==> config.mk <==
export PLATFORM = sky130hd
export DESIGN_NAME = vc_read_scheduler
export DESIGN_NICKNAME = d
export VERILOG_FILES = /design/src/rtl/vc_read_scheduler.sv
export SDC_FILE = /design/constraint.sdc
export NUM_CORES = 1
export LEC_CHECK = 0
export CAP_MARGIN = 20
export CORE_UTILIZATION = 35
export CTS_CLUSTER_DIAMETER = 30
export DETAILED_ROUTE_END_ITERATION = 12
export PLACE_DENSITY_LB_ADDON = 0.2
export SLEW_MARGIN = 20
export SYNTH_ARGS = -nofsm -noshare
export SYNTH_HDL_FRONTEND = slang
export SYNTH_SLANG_ARGS = --single-unit
==> constraint.sdc <==
create_clock -name clk -period 2.7 [get_ports clk]
set_input_delay 0.27 -clock clk [delete_from_list [all_inputs] [get_ports clk]]
set_output_delay 0.27 -clock clk [all_outputs]
set_load 0.005 [all_outputs]
==> src/rtl/vc_read_scheduler.sv <==
`default_nettype none
// +---------------------------------------------------------------------------+
// | vc_read_scheduler: credit-gated round-robin dequeue scheduler, one read   |
// | in flight, registered downstream hold and read timeout.  Revision: 1.0    |
// +---------------------------------------------------------------------------+
module vc_read_scheduler #(
  parameter int DATA_WIDTH   = 32,
  parameter int BUF_BITS     = 1,
  parameter int CREDIT_BITS  = 3,
  parameter int INIT_CREDITS = 4,
  parameter int TIMEOUT      = 15
) (
  input  logic                      clk,
  input  logic                      reset,
  input  logic [(1<<BUF_BITS)-1:0]  buf_empty,
  output logic                      buf_rdEn,
  output logic [BUF_BITS-1:0]       buf_read_vc,
  input  logic [DATA_WIDTH-1:0]     buf_read_data,
  input  logic [BUF_BITS-1:0]       buf_out_vc,
  input  logic                      buf_valid,
  output logic [DATA_WIDTH-1:0]     out_data,
  output logic [BUF_BITS-1:0]       out_vc,
  output logic                      out_valid,
  input  logic                      out_ready,
  input  logic                      credit_in,
  input  logic [BUF_BITS-1:0]       credit_vc,
  output logic                      timeout_err
);

  localparam int N      = 1 << BUF_BITS;
  localparam int WAIT_W = $clog2(TIMEOUT + 1);

  localparam logic [CREDIT_BITS-1:0] C_CREDIT_MAX  = {CREDIT_BITS{1'b1}};
  localparam logic [CREDIT_BITS-1:0] C_CREDIT_INIT = CREDIT_BITS'(INIT_CREDITS);
  localparam logic [WAIT_W-1:0]      C_WAIT_LAST   = WAIT_W'(TIMEOUT - 1);

  localparam logic [1:0] S_IDLE  = 2'd0;
  localparam logic [1:0] S_ISSUE = 2'd1;
  localparam logic [1:0] S_WAIT  = 2'd2;
  localparam logic [1:0] S_HOLD  = 2'd3;

  logic [1:0]                        state_q, state_d;
  logic                              rd_en_q, rd_en_d;
  logic [BUF_BITS-1:0]               read_vc_q, read_vc_d;
  logic [DATA_WIDTH-1:0]             out_data_q, out_data_d;
  logic [BUF_BITS-1:0]               out_vc_q, out_vc_d;
  logic                              out_valid_q, out_valid_d;
  logic                              timeout_q, timeout_d;
  logic [BUF_BITS-1:0]               rr_ptr_q, rr_ptr_d;
  logic [BUF_BITS-1:0]               cur_vc_q, cur_vc_d;
  logic [WAIT_W-1:0]                 wait_cnt_q, wait_cnt_d;
  logic [N-1:0][CREDIT_BITS-1:0]     credit_q, credit_d;

  logic                              w_found;
  logic [BUF_BITS-1:0]               w_grant_vc;
  logic [BUF_BITS-1:0]               w_cand;
  logic                              w_grant;
  logic                              w_match;
  logic                              w_timeout_hit;

  // First eligible VC at or after rr_ptr, wrapping modulo N.
  always_comb begin
    w_found    = 1'b0;
    w_grant_vc = '0;
    w_cand     = '0;
    for (int i = 0; i < N; i++) begin
      w_cand = rr_ptr_q + BUF_BITS'(i);
      if (!w_found && !buf_empty[w_cand] && (credit_q[w_cand] != '0)) begin
        w_found    = 1'b1;
        w_grant_vc = w_cand;
      end
    end
  end

  assign w_grant       = (state_q == S_IDLE) && w_found;
  assign w_match       = buf_valid && (buf_out_vc == cur_vc_q);
  assign w_timeout_hit = (state_q == S_WAIT) && !w_match && (wait_cnt_q == C_WAIT_LAST);

  // Return, refund and grant net out in one saturating sum per VC.
  for (genvar v = 0; v < N; v++) begin : g_credit
    logic                   w_inc_ret;
    logic                   w_inc_ref;
    logic                   w_dec;
    logic [CREDIT_BITS+1:0] w_sum;

    assign w_inc_ret = credit_in && (credit_vc == BUF_BITS'(v));
    assign w_inc_ref = w_timeout_hit && (cur_vc_q == BUF_BITS'(v));
    assign w_dec     = w_grant && (w_grant_vc == BUF_BITS'(v));
    assign w_sum     = {2'b00, credit_q[v]}
                     + (CREDIT_BITS+2)'(w_inc_ret)
                     + (CREDIT_BITS+2)'(w_inc_ref)
                     - (CREDIT_BITS+2)'(w_dec);
    assign credit_d[v] = (w_sum > {2'b00, C_CREDIT_MAX}) ? C_CREDIT_MAX : w_sum[CREDIT_BITS-1:0];
  end

  always_comb begin
    state_d     = state_q;
    rd_en_d     = 1'b0;
    read_vc_d   = read_vc_q;
    out_data_d  = out_data_q;
    out_vc_d    = out_vc_q;
    out_valid_d = out_valid_q;
    timeout_d   = timeout_q;
    rr_ptr_d    = rr_ptr_q;
    cur_vc_d    = cur_vc_q;
    wait_cnt_d  = wait_cnt_q;
    case (state_q)
      S_IDLE: begin
        if (w_found) begin
          state_d   = S_ISSUE;
          rd_en_d   = 1'b1;
          read_vc_d = w_grant_vc;
          rr_ptr_d  = w_grant_vc + 1'b1;
          cur_vc_d  = w_grant_vc;
        end
      end
      S_ISSUE: begin
        state_d    = S_WAIT;
        wait_cnt_d = '0;
      end
      S_WAIT: begin
        if (w_match) begin
          out_data_d  = buf_read_data;
          out_vc_d    = cur_vc_q;
          out_valid_d = 1'b1;
          state_d     = S_HOLD;
        end else if (w_timeout_hit) begin
          timeout_d = 1'b1;
          state_d   = S_IDLE;
        end else begin
          wait_cnt_d = wait_cnt_q + 1'b1;
        end
      end
      S_HOLD: begin
        if (out_ready) begin
          out_valid_d = 1'b0;
          state_d     = S_IDLE;
        end
      end
      default: state_d = S_IDLE;
    endcase
  end

  always_ff @(posedge clk or posedge reset) begin
    if (reset) begin
      state_q     <= S_IDLE;
      rd_en_q     <= 1'b0;
      read_vc_q   <= '0;
      out_data_q  <= '0;
      out_vc_q    <= '0;
      out_valid_q <= 1'b0;
      timeout_q   <= 1'b0;
      rr_ptr_q    <= '0;
      cur_vc_q    <= '0;
      wait_cnt_q  <= '0;
      credit_q    <= {N{C_CREDIT_INIT}};
    end else begin
      state_q     <= state_d;
      rd_en_q     <= rd_en_d;
      read_vc_q   <= read_vc_d;
      out_data_q  <= out_data_d;
      out_vc_q    <= out_vc_d;
      out_valid_q <= out_valid_d;
      timeout_q   <= timeout_d;
      rr_ptr_q    <= rr_ptr_d;
      cur_vc_q    <= cur_vc_d;
      wait_cnt_q  <= wait_cnt_d;
      credit_q    <= credit_d;
    end
  end

  assign buf_rdEn    = rd_en_q;
  assign buf_read_vc = read_vc_q;
  assign out_data    = out_data_q;
  assign out_vc      = out_vc_q;
  assign out_valid   = out_valid_q;
  assign timeout_err = timeout_q;

endmodule
`default_nettype wire

==> metrics.txt, run 1 <==
leading area contributor after synthesis sky130_fd_sc_hd__dfrtp_1; synthesized-area fraction occupied by xor and xnor cells 0.364%; Total Power Consumption 3.52 mW; Top Family by Delay on Critical Path adder cells; Setup Buffers After CTS 0; failing checks DRC; Worst Tran Pin Value 0.485 ns; area share of the largest cell type after synthesis 49.9%; routed length per placed instance 13.6 um; num rows 29; synthesized-area fraction occupied by and/or/nand/nor cells 11.1%; Pwr Density 1040 nW/um^2; combined global-route utilization of all metal layers 14.6%; Non-Filler Cell Area, Final 3380 um^2; Worst Path Buf+Inv 1; cell types with the largest area share after synthesis sky130_fd_sc_hd__dfrtp_1 (50%), sky130_fd_sc_hd__mux2_2 (15%), sky130_fd_sc_hd__ha_1 (5.2%); endpoint of the most critical register-to-register path credit_q[4]; worst hold slack 0.230 ns; multi-input gate area in the final layout 1030 um^2; overall via count from detail_route 1687; post-route ant nets 0; count of routing violations after the opening detailed-route iteration 73; Die Width 84.9 um; global-route wire length before repair 8230 um; total number of clock tree sinks 50; internal reg-to-reg setup slack 0.20 ns; clock root buffer sky130_fd_sc_hd__clkbuf_8; logic depth of the worst register-to-register path 8; Worst slew margin 67.7%; Area growth, synth to finish 40.6%; setup repair after global routing missed its margin false; clock tree from TritonCTS built; predominant post-synthesis flop cell sky130_fd_sc_hd__dfrtp_1; flip-flop and latch count after synthesis 50; fin. max-slew vios 0; Post-Route Skew 0.00422 ns; critical path endpoint category flop; number of gates given a new drive strength after cts 0; CP required 2.88 ns; peak ir drop on the vdd network 0.402 mV; post-route fraction of the period consumed by the critical path 92.6%; netlist area before placement 2410 um^2; worst-path cell with the longest stage delay sky130_fd_sc_hd__dfstp_2; type of the worst setup path reg2reg; number of buffer cells added on primary ports 77; initial antenna violation count 0; dpl hpwl 3640 um; share of synthesized cell area in full adder, half adder and majority cells 8.52%; sequential cell area fraction in the yosys report 52.1%; post-layout util 52.1%; die area 7210 um^2; setup violators final 0; via/cell ratio 4.74; final net count 333; commonest non-fill, non-tap cells in the layout sky130_fd_sc_hd__clkdlybuf4s50_1 (77), sky130_fd_sc_hd__dfrtp_1 (48), sky130_fd_sc_hd__mux2_2 (33); leading cell type in the layout, fill and taps excluded sky130_fd_sc_hd__clkdlybuf4s50_1; Unique masters post-synth 39; leftover overflow at the end of global routing 0; placed standard-cell area 3280 um^2; startpoint of the worst register-to-register path credit_q[5]; slowest cell delay on critical path 0.54 ns; layout filler cell count 576; count of antenna diodes in the layout 0; post-synth net total 247; number of synthesized flops with an enable pin 0; worst skew pair latency 0.30 ns; Max Fanout on Critical Path 2; result of the run finished with violations; Leak 1.50 nW; maximum count of clock buffers along a single path 2; layout cells sized above 1 20.1%; starting utilization of the core area 37.1%; Synth Instances 192; Startpoint Class flop; share of synthesized registers carrying an async set or reset 100%; Die H 84.9 um; vias in the first global route 1657; dpl ws -0.0222 ns; share of the synthesized area in compound gates (AO/OA/AOI/OAI) 5.56%; clock period minus final worst setup slack 2.50 ns; Data arrival, critical path 2.68 ns; combined flip-flop and latch cell area 1250 um^2; Reg clk slew, reported paths 0.09 ns; Synth Area per Inst 12.5 um^2; multiplexer share of the synthesized area 17.2%; hold buffer count at cts 0; max-capacitance violation count 0; critical-path cell list nor3_1 -> nor4_1 -> o31a_1 -> ha_1 -> fa_1 -> inv_1 -> fa_1 -> nand4bb_1; H-tree lvl count 2; pin count of the biggest net entering global routing 36; Routability Congestion 0.832; main combinational cell family by area after synthesis multiplexers; aggregate routed wire length 4860 um; worst min-delay path category in2async; number of buffers added by the clock tree synthesis step 5; maximum achievable frequency 400 MHz; area of the placeable core 6490 um^2; Top cell by count, worst path sky130_fd_sc_hd__fa_1; DRC violations left 11; Boundary Pins 78; final number of hold-violating endpoints 0; worst path setup slack after routing 0.200 ns; total number of yosys warnings 0; number of detailed-routing iterations run before antenna repair 8
-- per-layer routing --
layer | global-route usage, % | vias to the layer above | wire length, um
met3 | 3.70 | 6 | 354
li1 | - | 834 | -
met1 | 21.4 | 789 | 2340
met4 | 4.62 | 0 | 67
met2 | 21.4 | 58 | 2100
met5 | 0 | - | 0
-- sequential cells by signal, indices dropped and copies added (netlist names) --
signal       count
credit_q         6
timeout_err      1
out_valid        1
wait_cnt_q       4
rr_ptr_q         1
out_vc           1
cur_vc_q         1
out_data        32
buf_rdEn         1
state_q          2
-- worst max path at each step --
stage / from / to / slack, ns / cells past startpoint
after CTS: credit_q[5] / credit_q[4] / 0.18 / 8
after global placement: buf_empty[1] / credit_q[4] / 0.02 / 8
after global routing: credit_q[5] / credit_q[4] / 0.04 / 8
after detailed placement: buf_empty[1] / credit_q[4] / -0.02 / 8
after floorplan: wait_cnt_q[0] / credit_q[1] / 0.23 / 10
final: credit_q[5] / credit_q[4] / 0.20 / 8
-- power by group --
part	internal (mW)	switching [mW]	total (mW)
combinational	1.08	0.624	1.71
sequential	1.11	0.192	1.30
clock	0.277	0.232	0.509
-- kinds of logic (layout without fill, tap and decap cells) --
| family | after synthesis | in the layout |
|---|---|---|
| buf+inv | 23 | 110 |
| xor+xnor | 1 | 1 |
| flops | 50 | 50 |
| compound gates | 20 | 20 |
| fa+ha+maj | 14 | 14 |
| simple gates | 47 | 47 |
| mux | 37 | 37 |
-- Yosys cell counts, types with 2 or more instances --
cell                        count
sky130_fd_sc_hd__dfstp_2        2
sky130_fd_sc_hd__ha_1          10
sky130_fd_sc_hd__or4_1          2
sky130_fd_sc_hd__o21bai_1       2
sky130_fd_sc_hd__nand3_1        6
sky130_fd_sc_hd__nand3b_1       2
sky130_fd_sc_hd__inv_1         16
sky130_fd_sc_hd__mux2_2        33
sky130_fd_sc_hd__nor2b_1        3
sky130_fd_sc_hd__nand2b_1       4
sky130_fd_sc_hd__nor3_1         3
sky130_fd_sc_hd__nand4b_1       2
sky130_fd_sc_hd__o21ai_0        3
sky130_fd_sc_hd__nand2_1       11
sky130_fd_sc_hd__fa_1           4
sky130_fd_sc_hd__a21oi_1        6
sky130_fd_sc_hd__mux2i_1        2
sky130_fd_sc_hd__nor2_1         6
sky130_fd_sc_hd__nand4bb_1      2
sky130_fd_sc_hd__mux2_1         2
sky130_fd_sc_hd__buf_4          2
sky130_fd_sc_hd__dfrtp_1       48
sky130_fd_sc_hd__buf_6          4
sky130_fd_sc_hd__o311ai_0       2
-- cell type report --
class	count	share of cell area, %
Clock inverter	1	0.887
Multi-Input combinational cell	119	30.4
Clock buffer	7	2.26
Inverter	16	1.77
Sequential cell	50	37.0
Timing Repair Buffer	86	24.8
Tap cell	77	2.85
-- through the flow --
stage,TNS (ns),std cells
2_1_floorplan,0,192
6_report,0,356
3_5_place_dp,-0.0222,348
3_3_place_gp,0,348
5_1_grt,0,356
4_1_cts,0,356
-- worst register-to-register path, delay by kind of cell, from the launching register on --
| kind | cells | cell delay, ns |
|---|---|---|
| fa+ha+maj | 3 | 1.06 |
| flops | 1 | 0.54 |
| simple gates | 3 | 0.49 |
| compound gates | 1 | 0.23 |
| buf+inv | 1 | 0.08 |
Note: power is estimated with default switching activity, not from simulation.
==> run 2, diff against run 1 <==
--- a/config.mk
+++ b/config.mk
@@ -10,7 +10,7 @@
 export CTS_CLUSTER_DIAMETER = 30
 export DETAILED_ROUTE_END_ITERATION = 12
 export PLACE_DENSITY_LB_ADDON = 0.2
-export SLEW_MARGIN = 20
+export SLEW_MARGIN = 15
 export SYNTH_ARGS = -nofsm -noshare
 export SYNTH_HDL_FRONTEND = slang
 export SYNTH_SLANG_ARGS = --single-unit
==> results of run 2 <==
Same layout as run 1: the final DEF is identical, and so are final timing and power.
==> run 3, diff against run 2 <==
--- a/config.mk
+++ b/config.mk
@@ -6,7 +6,7 @@
 export NUM_CORES = 1
 export LEC_CHECK = 0
 export CAP_MARGIN = 20
-export CORE_UTILIZATION = 35
+export CORE_UTILIZATION = 46
 export CTS_CLUSTER_DIAMETER = 30
 export DETAILED_ROUTE_END_ITERATION = 12
 export PLACE_DENSITY_LB_ADDON = 0.2
==> run 3 against run 2 <==
  * The run now ends clean
  * Routed wire length down 0.97%
  * Core utilization up 17 points
  * Setup slack worse by 0.023 ns
  * Clock skew up 0.0027 ns
  * Design area down 0.59%
  * Largest cell class unchanged
  * Worst hold slack worse by 0.011 ns
  * Sequential power about the same
  * Critical path type unchanged
  * Global-route usage up 4.4 points
==> metrics.txt, run 3 (synthesis results as in run 1) <==
post-route fraction of the period consumed by the critical path 93.5%; type of the worst setup path reg2reg; H-tree lvl count 2; clock tree from TritonCTS built; crit path capture credit_q[4]; Worst slew margin 69.1%; leftover overflow at the end of global routing 0; DRC violations left 0; count of antenna diodes in the layout 0; Boundary Pins 78; post-route ant nets 0; vias in the first global route 1731; Startpoint Class flop; internal reg-to-reg setup slack 0.18 ns; Worst Tran Pin Value 0.464 ns; Post-Route Skew 0.00692 ns; logic depth of the worst register-to-register path 8; hold buffer count at cts 0; routed length per placed instance 13.9 um; global-route wire length before repair 7850 um; pin count of the biggest net entering global routing 36; Die Width 74.3 um; num rows 25; multi-input gate area in the final layout 1030 um^2; Area growth, synth to finish 39.8%; setup violators final 0; crit path launch credit_q[5]; setup repair after global routing missed its margin false; worst min-delay path category in2async; worst hold slack 0.219 ns; initial antenna violation count 0; Pwr Density 1050 nW/um^2; final number of hold-violating endpoints 0; starting utilization of the core area 49.3%; critical path endpoint category flop; Routability Congestion 0.839; die area 5530 um^2; combined flip-flop and latch cell area 1250 um^2; result of the run completed; Data arrival, critical path 2.70 ns; overall via count from detail_route 1702; post-layout util 68.9%; peak ir drop on the vdd network 0.506 mV; clock period minus final worst setup slack 2.52 ns; final net count 332; Largest register FFs 32; CP required 2.88 ns; maximum count of clock buffers along a single path 2; area of the placeable core 4880 um^2; Die H 74.3 um; max-capacitance violation count 0; layout filler cell count 412; commonest non-fill, non-tap cells in the layout sky130_fd_sc_hd__clkdlybuf4s50_1 (77), sky130_fd_sc_hd__dfrtp_1 (48), sky130_fd_sc_hd__mux2_2 (33); endpoint of the most critical register-to-register path credit_q[4]; layout cells sized above 1 19.8%; sum of negative setup slack 0 ns; combined global-route utilization of all metal layers 19.0%; Max Fanout on Critical Path 2; number of cells after detailed placement 337; number of buffer cells added on primary ports 77; fin. max-slew vios 0; worst skew pair latency 0.30 ns; startpoint of the worst register-to-register path credit_q[5]; number of buffers added by the clock tree synthesis step 5; count of routing violations after the opening detailed-route iteration 52; clock root buffer sky130_fd_sc_hd__clkbuf_8; Layout Cells excl Fill 345; Leak 1.49 nW; via/cell ratio 4.93; maximum achievable frequency 396 MHz; aggregate routed wire length 4810 um; Reg clk slew, reported paths 0.09 ns; total number of clock tree sinks 50; number of detailed-routing iterations run before antenna repair 4; dpl hpwl 3740 um; leading cell type in the layout, fill and taps excluded sky130_fd_sc_hd__clkdlybuf4s50_1; Setup Buffers After CTS 0; number of gates given a new drive strength after cts 0
-- run 3: changes by cell type in the layout (fill, tap and decap cells not counted), sizes merged --
| cell | delta |
|---|---|
| buf | -1 |
-- run 3: worst max-delay path, cell delays in order (launching register included) --
cell                        delay (ns)
sky130_fd_sc_hd__dfstp_2          0.54
sky130_fd_sc_hd__nor3_1           0.05
sky130_fd_sc_hd__nor4_1           0.26
sky130_fd_sc_hd__o31a_1           0.22
sky130_fd_sc_hd__ha_1             0.25
sky130_fd_sc_hd__fa_1             0.41
sky130_fd_sc_hd__inv_1            0.08
sky130_fd_sc_hd__fa_1             0.40
sky130_fd_sc_hd__nand4bb_1        0.18
-- run 3: cell type report --
type                            count  share of cell area [%]
Clock buffer                        7                    2.27
Clock inverter                      1                   0.893
Inverter                           16                    1.79
Multi-Input combinational cell    119                    30.6
Sequential cell                    50                    37.3
Tap cell                           67                    2.49
Timing Repair Buffer               85                    24.7
-- run 3: worst min-delay path by stage --
| stage | startpoint | to | slack [ns] | cells after the start |
|---|---|---|---|---|
| floorplan | out_ready | state_q[0] | 0.39 | 1 |
| detailed placement | timeout_err | timeout_err | 0.46 | 1 |
| CTS | reset | timeout_err | 0.22 | 2 |
| global placement | timeout_err | timeout_err | 0.45 | 1 |
| finish | reset | timeout_err | 0.22 | 2 |
| global route | reset | timeout_err | 0.24 | 2 |
-- run 3: where the power goes --
| part | total, mW | switching, mW | internal (mW) |
|---|---|---|---|
| Sequential | 1.31 | 0.202 | 1.11 |
| Combinational | 1.69 | 0.620 | 1.07 |
| Clock | 0.516 | 0.239 | 0.278 |
-- run 3: per-layer routing --
metal,GRT usage [%],share of wire [%],vias up
met2,33.5,50,46
met4,7.55,0.91,0
met1,23.2,43,818
li1,-,-,834
met5,0,0,-
met3,3.39,5.3,4
-- run 3: through the flow --
stage | total power, mW | cell area, um^2 | worst slack [ns]
CTS | 3.57 | 3360 | 0.147
global placement | 2.99 | 3260 | 0.0216
detailed placement | 3.05 | 3260 | -0.0270
global route | 3.80 | 3360 | 0.0552
finish | 3.52 | 3360 | 0.176
floorplan | 2.23 | 2410 | 0.232
